<file path="config.mk">
export PLATFORM = sky130hd
export DESIGN_NAME = fetch_stage
export DESIGN_NICKNAME = d
export VERILOG_FILES = /design/src/rtl/fetch_stage.sv
export SDC_FILE = /design/constraint.sdc
export NUM_CORES = 1
export LEC_CHECK = 0
export CAP_MARGIN = 10
export CORE_MARGIN = 5
export CORE_UTILIZATION = 45
export CTS_BUF_LIST = sky130_fd_sc_hd__clkbuf_16
export DETAILED_ROUTE_END_ITERATION = 10
export DONT_BUFFER_PORTS = 1
export GPL_ROUTABILITY_DRIVEN = 0
export PLACE_DENSITY = 0.59
export SYNTH_ARGS = -nofsm -noshare
export SYNTH_HDL_FRONTEND = slang
export SYNTH_SLANG_ARGS = --single-unit
</file>
<file path="constraint.sdc">
create_clock -name clk -period 9.1 [get_ports clk]
set_input_delay 1.82 -clock clk [delete_from_list [all_inputs] [get_ports clk]]
set_output_delay 1.82 -clock clk [all_outputs]
set_load 0.01 [all_outputs]
</file>
<file path="src/rtl/fetch_stage.sv">
// rtl/fetch_stage.sv - instruction fetch stage with IF/ID register, skid buffer and redirect flush
module fetch_stage #(
    parameter int unsigned            PC_W     = 32,
    parameter logic [PC_W-1:0]        RESET_PC = '0
) (
    input  logic            clk,
    input  logic            rst,
    output logic            imem_req,
    output logic [PC_W-1:0] imem_addr,
    input  logic            imem_ack,
    input  logic [31:0]     imem_rdata,
    input  logic            stall,
    input  logic            redirect,
    input  logic [PC_W-1:0] redirect_pc,
    output logic            if_id_valid,
    output logic [PC_W-1:0] if_id_pc,
    output logic [31:0]     if_id_instr,
    output logic [6:0]      if_id_opcode
);

    typedef enum logic [1:0] {
        FETCH   = 2'd0,
        HOLD    = 2'd1,
        DISCARD = 2'd2
    } state_t;

    state_t            state_q,     state_d;
    logic [PC_W-1:0]   pc_q,        pc_d;
    logic [PC_W-1:0]   target_q,    target_d;
    logic              valid_q,     valid_d;
    logic [PC_W-1:0]   id_pc_q,     id_pc_d;
    logic [31:0]       id_instr_q,  id_instr_d;
    logic              skid_full_q, skid_full_d;
    logic [PC_W-1:0]   skid_pc_q,   skid_pc_d;
    logic [31:0]       skid_instr_q, skid_instr_d;

    logic              accept;
    logic [PC_W-1:0]   redirect_aligned;
    logic [PC_W-1:0]   pc_next_seq;

    assign accept           = !valid_q || !stall;
    assign redirect_aligned = {redirect_pc[PC_W-1:2], 2'b00};
    assign pc_next_seq      = pc_q + PC_W'(4);

    // A request is kept open in DISCARD so the stale fetch can complete and be dropped.
    assign imem_req     = !rst && (state_q != HOLD);
    assign imem_addr    = pc_q;
    assign if_id_valid  = valid_q;
    assign if_id_pc     = id_pc_q;
    assign if_id_instr  = id_instr_q;
    assign if_id_opcode = id_instr_q[6:0];

    always_comb begin
        state_d      = state_q;
        pc_d         = pc_q;
        target_d     = target_q;
        valid_d      = valid_q;
        id_pc_d      = id_pc_q;
        id_instr_d   = id_instr_q;
        skid_full_d  = skid_full_q;
        skid_pc_d    = skid_pc_q;
        skid_instr_d = skid_instr_q;

        unique case (state_q)
            FETCH: begin
                if (redirect) begin
                    valid_d     = 1'b0;
                    skid_full_d = 1'b0;
                    if (imem_ack) begin
                        pc_d = redirect_aligned;
                    end else begin
                        target_d = redirect_aligned;
                        state_d  = DISCARD;
                    end
                end else if (imem_ack) begin
                    pc_d = pc_next_seq;
                    if (accept) begin
                        valid_d    = 1'b1;
                        id_pc_d    = pc_q;
                        id_instr_d = imem_rdata;
                    end else begin
                        skid_full_d  = 1'b1;
                        skid_pc_d    = pc_q;
                        skid_instr_d = imem_rdata;
                        state_d      = HOLD;
                    end
                end else if (!stall) begin
                    valid_d = 1'b0;
                end
            end

            HOLD: begin
                if (redirect) begin
                    pc_d        = redirect_aligned;
                    valid_d     = 1'b0;
                    skid_full_d = 1'b0;
                    state_d     = FETCH;
                end else if (!stall) begin
                    valid_d     = 1'b1;
                    id_pc_d     = skid_pc_q;
                    id_instr_d  = skid_instr_q;
                    skid_full_d = 1'b0;
                    state_d     = FETCH;
                end
            end

            DISCARD: begin
                valid_d     = 1'b0;
                skid_full_d = 1'b0;
                // A redirect arriving with the ack wins over the older target.
                if (redirect) begin
                    target_d = redirect_aligned;
                    if (imem_ack) begin
                        pc_d    = redirect_aligned;
                        state_d = FETCH;
                    end
                end else if (imem_ack) begin
                    pc_d    = target_q;
                    state_d = FETCH;
                end
            end

            default: begin
                state_d = FETCH;
                valid_d = 1'b0;
            end
        endcase
    end

    always_ff @(posedge clk or posedge rst) begin
        if (rst) begin
            state_q      <= FETCH;
            pc_q         <= RESET_PC;
            target_q     <= '0;
            valid_q      <= 1'b0;
            id_pc_q      <= '0;
            id_instr_q   <= '0;
            skid_full_q  <= 1'b0;
            skid_pc_q    <= '0;
            skid_instr_q <= '0;
        end else begin
            state_q      <= state_d;
            pc_q         <= pc_d;
            target_q     <= target_d;
            valid_q      <= valid_d;
            id_pc_q      <= id_pc_d;
            id_instr_q   <= id_instr_d;
            skid_full_q  <= skid_full_d;
            skid_pc_q    <= skid_pc_d;
            skid_instr_q <= skid_instr_d;
        end
    end

endmodule

</file>
==> metrics.csv, run 1 <==
stage;metric;value;unit
routing;drt-wirelength-per-cell;21.69;um
worst_setup_path;crit_fanout;46;
synthesis;syn_inst;967;
routing;drtIter0Drc;590;
clock_tree;cts_tree;yes;
worst_setup_path;end_kind;primary output;
grt;grtUsageTotal;0.2033;
clock_tree;cts_sinks;193;
floorplanning;io_pins;174;
sta;fmax;246.1;MHz
clock_tree;cts.path.max_buffers;2;
sta;setup_tns;0;ns
routing;vias;7336;
grt;grt_pass1_wl;41770;um
power;p_per_area;357.7;nW/um2
clock_tree;cts_htree_levels;4;
clock_tree;post_cts_buffers;0;
placement;numPortBuffers;0;
floorplanning;die_w;159.3;um
layout;regArea;4830;um2
clock_tree;cts.clk_slew.worst_paths;0.08;ns
layout;drive_gt1_frac;0.1697;
worst_hold_path;hold_path_class;reg2reg;
layout;final_cell_mix;193 x dfrtp_1, 119 x a21oi_1, 92 x nor2_1;
grt;grt_pass1_vias;6885;
sta;maxSlewHeadroom;0.3166;
worst_setup_path;worstSetupStartpointType;flip-flop;
status;status;finished, final reports clean;
sta;tightestPinTransition;1.025;ns
synthesis;syn_area;10030;um2
floorplanning;core_area;21890;um2
synthesis;synth-seq-cells;193;
placement;hpwlAfterDp;17030;um
routing;drt-total-wl;26140;um
sta;post-route-period-util;0.4465;
floorplanning;fp-row-count;54;
worst_setup_path;arrival;2.24;ns
floorplanning;die-area;25370;um2
sta;rsz0062_at_grt;no;
floorplanning;dieHeight;159.3;um
synthesis;syn_nets;1041;
clock_tree;postCtsHoldBufs;0;
grt;overflow;0;
worst_setup_path;crit_chain;inv_1, ha_4, buf_4, nor2_1;
floorplanning;start_util;0.4581;
routing;ant_nets;0;
grt;antenna_found_initial;0;
worst_setup_path;cpMaxStageDelayCell;buf_4;
synthesis;synthArstFlopShare;1.000;
power;p_leak;4.325;nW
sta;setup_violations;0;
clock_tree;cts_resized;0;
routing;dr.pass1.iters;6;
layout;fillers;2050;
layout;layout_commonest_cell;dfrtp_1;
layout;area_delta_synth_final;6.999;%
worst_setup_path;slowest_delay;0.67;ns
layout;n_antenna_cell;0;
grt;grt_max_degree;127;
power;vdd_drop_max;0.1542;mV
sta;final_max_slew_viol_count;0;
sta;skew;0.01582;ns
sta;fin_crit;4.063;ns
synthesis;yosysWarningCount;0;
synthesis;ys_seq_area_frac;0.4816;
run;maxCapViolCount;0;
routing;avgViaCountPerCell;6.088;
layout;nets;986;
worst_setup_path;required;7.28;ns
worst_setup_path;worst-setup-path-type;reg2out;
synthesis;synthFlopType;dfrtp_1;
layout;multiInputGateArea;4793;um2
clock_tree;cts_buffers;17;
clock_tree;clock_latency;0.43;ns
synthesis;syn_area_per_cell;10.37;um2
sta;hold_viol_final;0;
layout;postLayoutCoreUtil;0.4902;
synthesis;ys_types;73;
routing;drc;0;
synthesis;synth_edf_count;0;
clock_tree;cts_root_buffer;clkbuf_16;
## cell families (layout without fill, tap and decap cells)
kind of cell / count (synthesis) / in the layout / share of synthesized area
AOI/OAI and AO/OA: 252 / 252 / 0.1606
and+or+nand+nor: 227 / 227 / 0.1077
DFF: 193 / 193 / 0.4816
muxes: 184 / 184 / 0.1959
buffers and inverters: 103 / 61 / 0.04541
adders and majority gates: 5 / 5 / 0.006238
xor gates and xnor gates: 3 / 3 / 0.002621
## layout make-up
type | instances | share of cell area
flip-flops and latches | 193 | 0.4501
clock buffers | 17 | 0.03965
well taps | 280 | 0.03265
clock inverters | 15 | 0.01656
inverters | 19 | 0.007346
multi-input cells | 671 | 0.4467
repair buffers | 10 | 0.006996
## registers in the layout, summed over array words and instances (netlist names)
name	count
imem_addr	32
if_id_valid	1
target_q	30
skid_instr_q	32
if_id_pc	32
state_q	2
if_id_instr	32
skid_pc_q	32
## power by group
part | total [W] | switching [W] | internal (W)
clock | 0.000760 | 0.000368 | 0.000393
combinational | 0.00129 | 0.000688 | 0.000605
sequential | 0.00178 | 0.000532 | 0.00125
total | 0.00384 | 0.00159 | 0.00225
## worst max-delay path: cells and delay by family, from the launching register on
family	cells	cell delay [ns]
AND/OR/NAND/NOR	1	0.20
adder cells (fa/ha/maj)	1	0.34
buffers and inverters	2	0.81
flip-flops	1	0.42
## metrics by stage
| stage | cells | instance area [um2] | hold slack, ns | setup slack [ns] | total power [W] |
|---|---|---|---|---|---|
| final | 1205 | 10730 | 0.4902 | 5.037 | 0.003838 |
| after global routing | 1205 | 10730 | 0.5011 | 4.944 | 0.004123 |
| after CTS | 1205 | 10730 | 0.4940 | 5.014 | 0.003869 |
| after detailed placement | 1173 | 10130 | 0.4759 | 5.103 | 0.003099 |
| after global placement | 1173 | 10130 | 0.4663 | 5.152 | 0.003066 |
| after floorplan | 967 | 10030 | 0.4578 | 2.024 | 0.002745 |
## routing by layer
| metal | vias up | routed length, um | track usage |
|---|---|---|---|
| met4 | 0 | 184 | 0.03722 |
| met5 | - | 0 | 0 |
| met3 | 9 | 1951 | 0.05721 |
| met2 | 254 | 12220 | 0.3214 |
| met1 | 3649 | 11780 | 0.2840 |
| li1 | 3424 | - | - |
## cells in the mapped netlist (3+ instances only)
cell	instances	area, um2
a31o_2	6	52.55
and3_1	5	31.28
nor2_1	93	349.1
o2111ai_1	3	26.28
o22ai_1	4	25.02
a22o_1	7	61.31
mux2_1	9	101.4
o21ai_0	36	180.2
buf_1	16	60.06
nor4_1	7	43.79
buf_2	30	150.1
a221o_1	6	60.06
nor2b_1	4	25.02
o31ai_1	10	75.07
a31oi_1	5	31.28
o311ai_1	4	35.03
inv_1	18	67.56
nor3_1	11	55.05
nand3_1	11	55.05
ha_1	5	62.56
mux2i_1	86	860.8
nand4_1	10	62.56
nand2b_1	6	37.54
a211oi_1	4	30.03
a21oi_1	119	595.6
a221oi_1	9	78.83
mux2_2	89	1002
or2_2	3	18.77
a32o_1	9	90.09
nand2_1	55	206.5
clkbuf_1	29	108.9
buf_4	8	60.06
o2bb2ai_1	4	35.03
o211ai_1	3	22.52
and2_1	6	37.54
dfrtp_1	193	4830
## final timing paths
| kind | from | endpoint | slack, ns | cells past startpoint |
|---|---|---|---|---|
| worst max-delay path | state_q[1]$_DFFE_PP0P_ | imem_req | 5.04 | 4 |
| worst min-delay path | skid_pc_q[21]$_DFFE_PP0P_ | skid_pc_q[21]$_DFFE_PP0P_ | 0.49 | 1 |
| worst max register to register | state_q[1]$_DFFE_PP0P_ | if_id_pc[17]$_DFFE_PP0P_ | 5.32 | 8 |
| worst min register to register | skid_pc_q[21]$_DFFE_PP0P_ | skid_pc_q[21]$_DFFE_PP0P_ | 0.49 | 1 |
| max in group asynchronous | rst | imem_addr[7]$_DFFE_PP0P_ | 6.23 | 2 |
| min in group asynchronous | rst | if_id_instr[4]$_DFFE_PP0P_ | 1.43 | 1 |
Power figures use the tool's default switching activity.
==> run 2: changes to the inputs <==
Settings changed: PLACE_DENSITY 0.59 to 0.61.
Clock period 9.1 ns to 3.36 ns, I/O delays scaled along.
==> run 2 against run 1 <==
Against the previous run:
- register-to-register slack got worse by 4.6 ns
- flip-flop and latch count stayed put
- first-iteration DRC count is 6.4% lower
- count of clock-buffer cells in the layout is the same
- clock skew is 0.00087 ns higher
- largest cell class unchanged
- total power grew to 2.7 times the previous value
- die area did not move
- critical endpoint unchanged
- largest power group unchanged
- routed wire length is 0.55% lower
- worst setup slack worse by 4.5 ns
- critical path depth unchanged
==> metrics.csv, run 2 (synthesis results as in run 1) <==
stage;metric;value;unit;change
worst_setup_path;slowest_delay;0.46;ns;was 0.67 ns
layout;n_antenna_cell;0;;unchanged
run;maxCapViolCount;0;;unchanged
sta;tightestPinTransition;0.7555;ns;was 1.025 ns
power;clockPowerShare;0.196;;was 0.198
sta;hold_viol_final;0;;unchanged
routing;dr.pass1.iters;5;;was 6
placement;hpwlAfterDp;17630;um;was 17030 um
routing;vias;7302;;was 7336
clock_tree;clock_latency;0.43;ns;about the same
placement;dp_cells;1187;;was 1173
layout;drive_gt1_frac;0.1821;;was 0.1697
worst_hold_path;hold_path_class;in2async;;was reg2reg
routing;drc;0;;unchanged
power;pwr-share-comb;0.344;;was 0.337
sta;whs;0.2326;ns;was 0.4902 ns
power;p_sw_frac;0.4108;;was 0.4137
routing;drtIter0Drc;552;;was 590
floorplanning;core_area;21890;um2;unchanged
worst_setup_path;cp_top_family;buffers and inverters;;unchanged
placement;postPlaceCellArea;10310;um2;was 10130 um2
routing;route.met3.wl;2264;um;was 1951 um
grt;grt_max_degree;88;;was 127
grt;grt_pass1_vias;7008;;was 6885
worst_setup_path;crit_chain;inv_1, ha_4, buf_12, nor2_1;;was inv_1, ha_4, buf_4, nor2_1
sta;setup_violations;0;;unchanged
clock_tree;cts_htree_levels;4;;unchanged
routing;avgViaCountPerCell;5.990;;was 6.088
worst_setup_path;arrival;2.13;ns;was 2.24 ns
sta;post-route-period-util;0.8343;;
sta;fmax;356.7;MHz;
power;power.switching;0.004311;W;was 0.001588 W
clock_tree;post_cts_buffers;0;;unchanged
clock_tree;cts_buffers;17;;unchanged
grt;antenna_found_initial;0;;unchanged
layout;finalNonFillerCells;1219;;was 1205
grt;overflow;0;;unchanged
routing;drt-wirelength-per-cell;21.32;um;was 21.69 um
routing;met2_length;11640;um;was 12220 um
worst_setup_path;crit_fanout;77;;was 46
routing;drt-total-wl;25990;um;was 26140 um
layout;final_cell_area;10910;um2;was 10730 um2
worst_setup_path;required;2.69;ns;was 7.28 ns
clock_tree;cts_resized;0;;unchanged
floorplanning;die_w;159.3;um;unchanged
power;internal_power;0.006184;W;was 0.002250 W
floorplanning;io_pins;174;;unchanged
floorplanning;start_util;0.4581;;unchanged
sta;final_max_slew_viol_count;0;;unchanged
worst_setup_path;cpMaxStageDelayCell;buf_12;;was buf_4
layout;regArea;4830;um2;unchanged
sta;fin_crit;2.803;ns;
power;power.share.sequential;0.460;;was 0.465
floorplanning;fp-row-count;54;;unchanged
power;power.total;0.01049;W;was 0.003838 W
clock_tree;cts_sinks;193;;unchanged
floorplanning;die-area;25370;um2;unchanged
worst_setup_path;cp.depth;4;;unchanged
worst_setup_path;r2r.worst_path.cells;7;;was 8
floorplanning;dieHeight;159.3;um;unchanged
layout;nets;1000;;was 986
power;p_per_area;961.7;nW/um2;was 357.7 nW/um2
layout;layout_commonest_cell;dfrtp_1;;unchanged
sta;skew;0.01669;ns;was 0.01582 ns
grt;grtUsageTotal;0.2052;;was 0.2033
routing;ant_nets;0;;unchanged
grt;grt_pass1_wl;42290;um;was 41770 um
worst_setup_path;worstSetupStartpointType;flip-flop;;unchanged
layout;fillers;2028;;was 2050
status;status;finished, final reports clean;;unchanged
sta;rsz0062_at_grt;no;;unchanged
worst_setup_path;end_kind;primary output;;unchanged
layout;final_cell_mix;193 x dfrtp_1, 119 x a21oi_1, 92 x nor2_1;;unchanged
routing;top_layer;met4;;unchanged
clock_tree;postCtsHoldBufs;0;;unchanged
clock_tree;cts_root_buffer;clkbuf_16;;unchanged
sta;setup_tns;0;ns;unchanged
clock_tree;cts_tree;yes;;unchanged
power;p_leak;4.410;nW;was 4.325 nW
worst_setup_path;worst-setup-path-type;reg2out;;unchanged
placement;numPortBuffers;0;;unchanged
layout;multiInputGateArea;4791;um2;was 4793 um2
sta;maxSlewHeadroom;0.4953;;was 0.3166
layout;area_delta_synth_final;8.821;%;was 6.999%
clock_tree;cts.clk_slew.worst_paths;0.08;ns;about the same
routing;wl_met1;11650;um;was 11780 um
worst_setup_path;worst-path-buf-inv;2;;unchanged
power;vdd_drop_max;0.5374;mV;was 0.1542 mV
clock_tree;cts.path.max_buffers;2;;unchanged
==> run 2: changes by cell type in the layout (fill, tap and decap cells not counted), sizes merged <==
cell | previous run | this run
buf | 10 | 24
clkinv | 9 | 6
clkinvlp | 1 | 3
inv | 23 | 24
==> run 2: cell type report <==
cell class                      count  share of cell area
Sequential cell                   193              0.4426
Multi-Input combinational cell    671              0.4390
Clock buffer                       17             0.03898
Clock inverter                     15             0.01594
Inverter                           19            0.006879
Tap cell                          280             0.03210
Timing Repair Buffer               24             0.02454
==> run 2: worst register-to-register path, delay by kind of cell, from the launching register on <==
family	cells	cell delay (ns)
AO/OA/AOI/OAI	3	0.79
adder cells (fa/ha/maj)	1	0.62
buffers and inverters	2	0.56
flip-flops	1	0.44
AND/OR/NAND/NOR	1	0.08
==> run 2: final timing paths <==
path / startpoint / end / slack [ns]
min in group clk: redirect / if_id_valid$_DFFE_PP0P_ / 0.32
worst max register to register: state_q[0]$_DFFE_PP0P_ / imem_addr[24]$_DFFE_PP0P_ / 0.73
worst min-delay path: rst / if_id_instr[11]$_DFFE_PP0P_ / 0.23
worst min register to register: skid_pc_q[26]$_DFFE_PP0P_ / skid_pc_q[26]$_DFFE_PP0P_ / 0.49
worst max-delay path: state_q[1]$_DFFE_PP0P_ / imem_req / 0.56
max in group asynchronous: rst / if_id_pc[22]$_DFFE_PP0P_ / 2.23
==> run 2: per-stage QoR <==
step	util	worst slack, ns
after CTS	0.4985	0.5572
after detailed placement	0.4711	0.7463
after floorplan	-	0.1976
after global placement	0.4711	0.7783
final	0.4985	0.5567
after global routing	0.4985	0.4481
==> run 2: layer usage <==
layer,vias up,track usage
met5,-,0
met1,3555,0.2921
met3,26,0.06187
met2,273,0.3078
met4,0,0.05273
li1,3448,-
==> run 2: power by group through the flow <==
| stage | Sequential (W) | Clock [W] | Combinational, W |
|---|---|---|---|
| floorplan | 0.00432 | 0 | 0.00311 |
| global placement | 0.00487 | 0 | 0.00353 |
| detailed placement | 0.00491 | 0 | 0.00360 |
| CTS | 0.00486 | 0.00211 | 0.00362 |
| global route | 0.00501 | 0.00222 | 0.00409 |
| finish | 0.00483 | 0.00205 | 0.00361 |
==> run 3: changes to the inputs <==
Settings changed: PLACE_DENSITY 0.61 to 0.59.
Clock period 3.36 ns to 2.65 ns, I/O delays scaled along.
==> run 3 against run 2 <==
Against the previous run:
- final area increased by 1.5%
- register-to-register slack worse by 0.35 ns
- worst setup slack got worse by 0.38 ns
- final cell count rose by 1.5%
- sequential share of layout area is 0.66 points lower
- count of clock-buffer cells in the layout stayed put
- first-iteration DRC count is 17% higher
- clock power is 27% higher
- highest routed layer unchanged
==> metrics.csv, run 3 (synthesis results as in run 1) <==
stage;metric;value;unit;change
routing;drt-total-wl;26250;um;was 25990 um
clock_tree;clock_latency;0.43;ns;about the same
worst_setup_path;worstSetupStartpointType;flip-flop;;unchanged
power;vdd_drop_max;0.4803;mV;was 0.5374 mV
floorplanning;die_w;159.3;um;unchanged
floorplanning;core_area;21890;um2;unchanged
sta;skew;0.01012;ns;was 0.01669 ns
worst_setup_path;required;2.12;ns;was 2.69 ns
sta;setup_tns;0;ns;unchanged
worst_setup_path;r2r-end;imem_addr[21]$_DFFE_PP0P_;;was imem_addr[24]$_DFFE_PP0P_
power;p_per_area;1224;nW/um2;was 961.7 nW/um2
placement;numPortBuffers;0;;unchanged
clock_tree;post_cts_buffers;0;;unchanged
power;p_leak;4.511;nW;was 4.410 nW
layout;final_cell_mix;193 x dfrtp_1, 119 x a21oi_1, 92 x nor2_1;;unchanged
routing;drc;0;;unchanged
grt;overflow;0;;unchanged
worst_setup_path;arrival;1.95;ns;was 2.13 ns
power;pwr-share-comb;0.376;;was 0.344
layout;drive_gt1_frac;0.1933;;was 0.1821
placement;dp_slack;0.3975;ns;was 0.7463 ns
floorplanning;dieHeight;159.3;um;unchanged
layout;nets;1018;;was 1000
layout;area_delta_synth_final;10.48;%;was 8.821%
routing;vias;7360;;was 7302
sta;fin_crit;2.477;ns;
floorplanning;die-area;25370;um2;unchanged
clock_tree;cts.path.max_buffers;2;;unchanged
grt;grt_max_degree;116;;was 88
floorplanning;io_pins;174;;unchanged
worst_setup_path;cp_top_family;buffers and inverters;;unchanged
clock_tree;cts_tree;yes;;unchanged
power;internal_power;0.008099;W;was 0.006184 W
clock_tree;cts_buffers;17;;unchanged
power;clockPowerShare;0.191;;was 0.196
clock_tree;cts_resized;0;;unchanged
sta;final_max_slew_viol_count;0;;unchanged
worst_setup_path;worst-setup-path-type;reg2out;;unchanged
worst_setup_path;crit_end;imem_req;;unchanged
routing;drt-wirelength-per-cell;21.22;um;was 21.32 um
routing;drtIter0Drc;647;;was 552
status;status;finished, final reports clean;;unchanged
worst_hold_path;hold_path_class;in2async;;unchanged
run;maxCapViolCount;0;;unchanged
worst_setup_path;end_kind;primary output;;unchanged
clock_tree;cts_root_buffer;clkbuf_16;;unchanged
sta;maxSlewHeadroom;0.5638;;was 0.4953
clock_tree;cts.clk_slew.worst_paths;0.07;ns;was 0.08 ns
worst_setup_path;worst-path-buf-inv;2;;unchanged
floorplanning;fp-row-count;54;;unchanged
placement;hpwlAfterDp;18020;um;was 17630 um
sta;tightestPinTransition;0.6542;ns;was 0.7555 ns
power;power.switching;0.005462;W;was 0.004311 W
routing;ant_nets;0;;unchanged
sta;post-route-period-util;0.9347;;
worst_setup_path;r2r_start;state_q[0]$_DFFE_PP0P_;;unchanged
grt;antenna_found_initial;0;;unchanged
worst_setup_path;crit_fanout;45;;was 77
clock_tree;cts_sinks;193;;unchanged
sta;rsz0062_at_grt;no;;unchanged
layout;n_antenna_cell;0;;unchanged
worst_setup_path;slowest_delay;0.42;ns;was 0.46 ns
floorplanning;start_util;0.4581;;unchanged
routing;avgViaCountPerCell;5.950;;was 5.990
clock_tree;cts_htree_levels;4;;unchanged
clock_tree;postCtsHoldBufs;0;;unchanged
worst_setup_path;cp.depth;4;;unchanged
sta;setup_violations;0;;unchanged
worst_setup_path;crit_chain;inv_1, ha_4, buf_12, nor2_1;;unchanged
grt;grtUsageTotal;0.2034;;was 0.2052
power;power.share.sequential;0.432;;was 0.460
sta;hold_viol_final;0;;unchanged
worst_setup_path;r2r.worst_path.cells;8;;was 7
grt;grt_pass1_wl;41680;um;was 42290 um
sta;whs;0.1255;ns;was 0.2326 ns
sta;fmax;403.7;MHz;
routing;dr.pass1.iters;5;;unchanged
power;p_sw_frac;0.4028;;was 0.4108
grt;grt_pass1_vias;6990;;was 7008
worst_setup_path;crit_start;state_q[1]$_DFFE_PP0P_;;unchanged
worst_setup_path;ff2ff_setup_slack;0.38;ns;was 0.73 ns
layout;layout_commonest_cell;dfrtp_1;;unchanged
sta;fin_ws;0.1730;ns;was 0.5567 ns
worst_setup_path;cpMaxStageDelayCell;dfrtp_1;;was buf_12
## run 3: layer usage
metal  global-route usage  vias to the layer above  wire length [um]
li1                     -                     3482                 -
met1               0.2859                     3592             11630
met2               0.3024                      264             11850
met3              0.07326                       22              2462
met4              0.04769                        0               305
met5                    0                        -                 0
## run 3: worst min path at each step
stage,startpoint,endpoint,depth (start not counted)
after floorplan,skid_instr_q[20]$_DFFE_PP0P_,skid_instr_q[20]$_DFFE_PP0P_,1
final,rst,if_id_instr[9]$_DFFE_PP0P_,2
after global placement,skid_pc_q[21]$_DFFE_PP0P_,skid_pc_q[21]$_DFFE_PP0P_,1
after CTS,rst,if_id_instr[0]$_DFFE_PP0P_,2
after detailed placement,skid_instr_q[20]$_DFFE_PP0P_,skid_instr_q[20]$_DFFE_PP0P_,1
after global routing,rst,if_id_instr[9]$_DFFE_PP0P_,2
## run 3: per-stage QoR
| step | power (W) | cell area [um2] | util | instances |
|---|---|---|---|---|
| after floorplan | 0.009427 | 10030 | - | 967 |
| after global placement | 0.01091 | 10500 | 0.4796 | 1205 |
| after detailed placement | 0.01103 | 10500 | 0.4796 | 1205 |
| after CTS | 0.01366 | 11080 | 0.5061 | 1237 |
| after global routing | 0.01457 | 11080 | 0.5061 | 1237 |
| final | 0.01356 | 11080 | 0.5061 | 1237 |
## run 3: final cells by class
type	count	area, um2
Fill cell	2009	10810
Clock buffer	17	425.4
Timing Repair Buffer	42	452.9
Inverter	19	75.07
Clock inverter	15	155.1
Multi-Input combinational cell	671	4791
Sequential cell	193	4830
Tap cell	280	350.3
## run 3: worst register-to-register path: cells and delay by family, from the launching register on
kind                     cells  cell delay [ns]
multiplexers                 1             0.14
buffers and inverters        2             0.34
AO/OA/AOI/OAI                2             0.61
adder cells (fa/ha/maj)      1             0.47
AND/OR/NAND/NOR              2             0.17
flip-flops                   1             0.46
## run 3: power groups by stage
stage / logic (W) / clock network, W / registers [W]
global placement: 0.00500 / 0 / 0.00590
global route: 0.00570 / 0.00280 / 0.00606
detailed placement: 0.00508 / 0 / 0.00595
floorplan: 0.00394 / 0 / 0.00548
CTS: 0.00511 / 0.00267 / 0.00589
finish: 0.00510 / 0.00260 / 0.00586
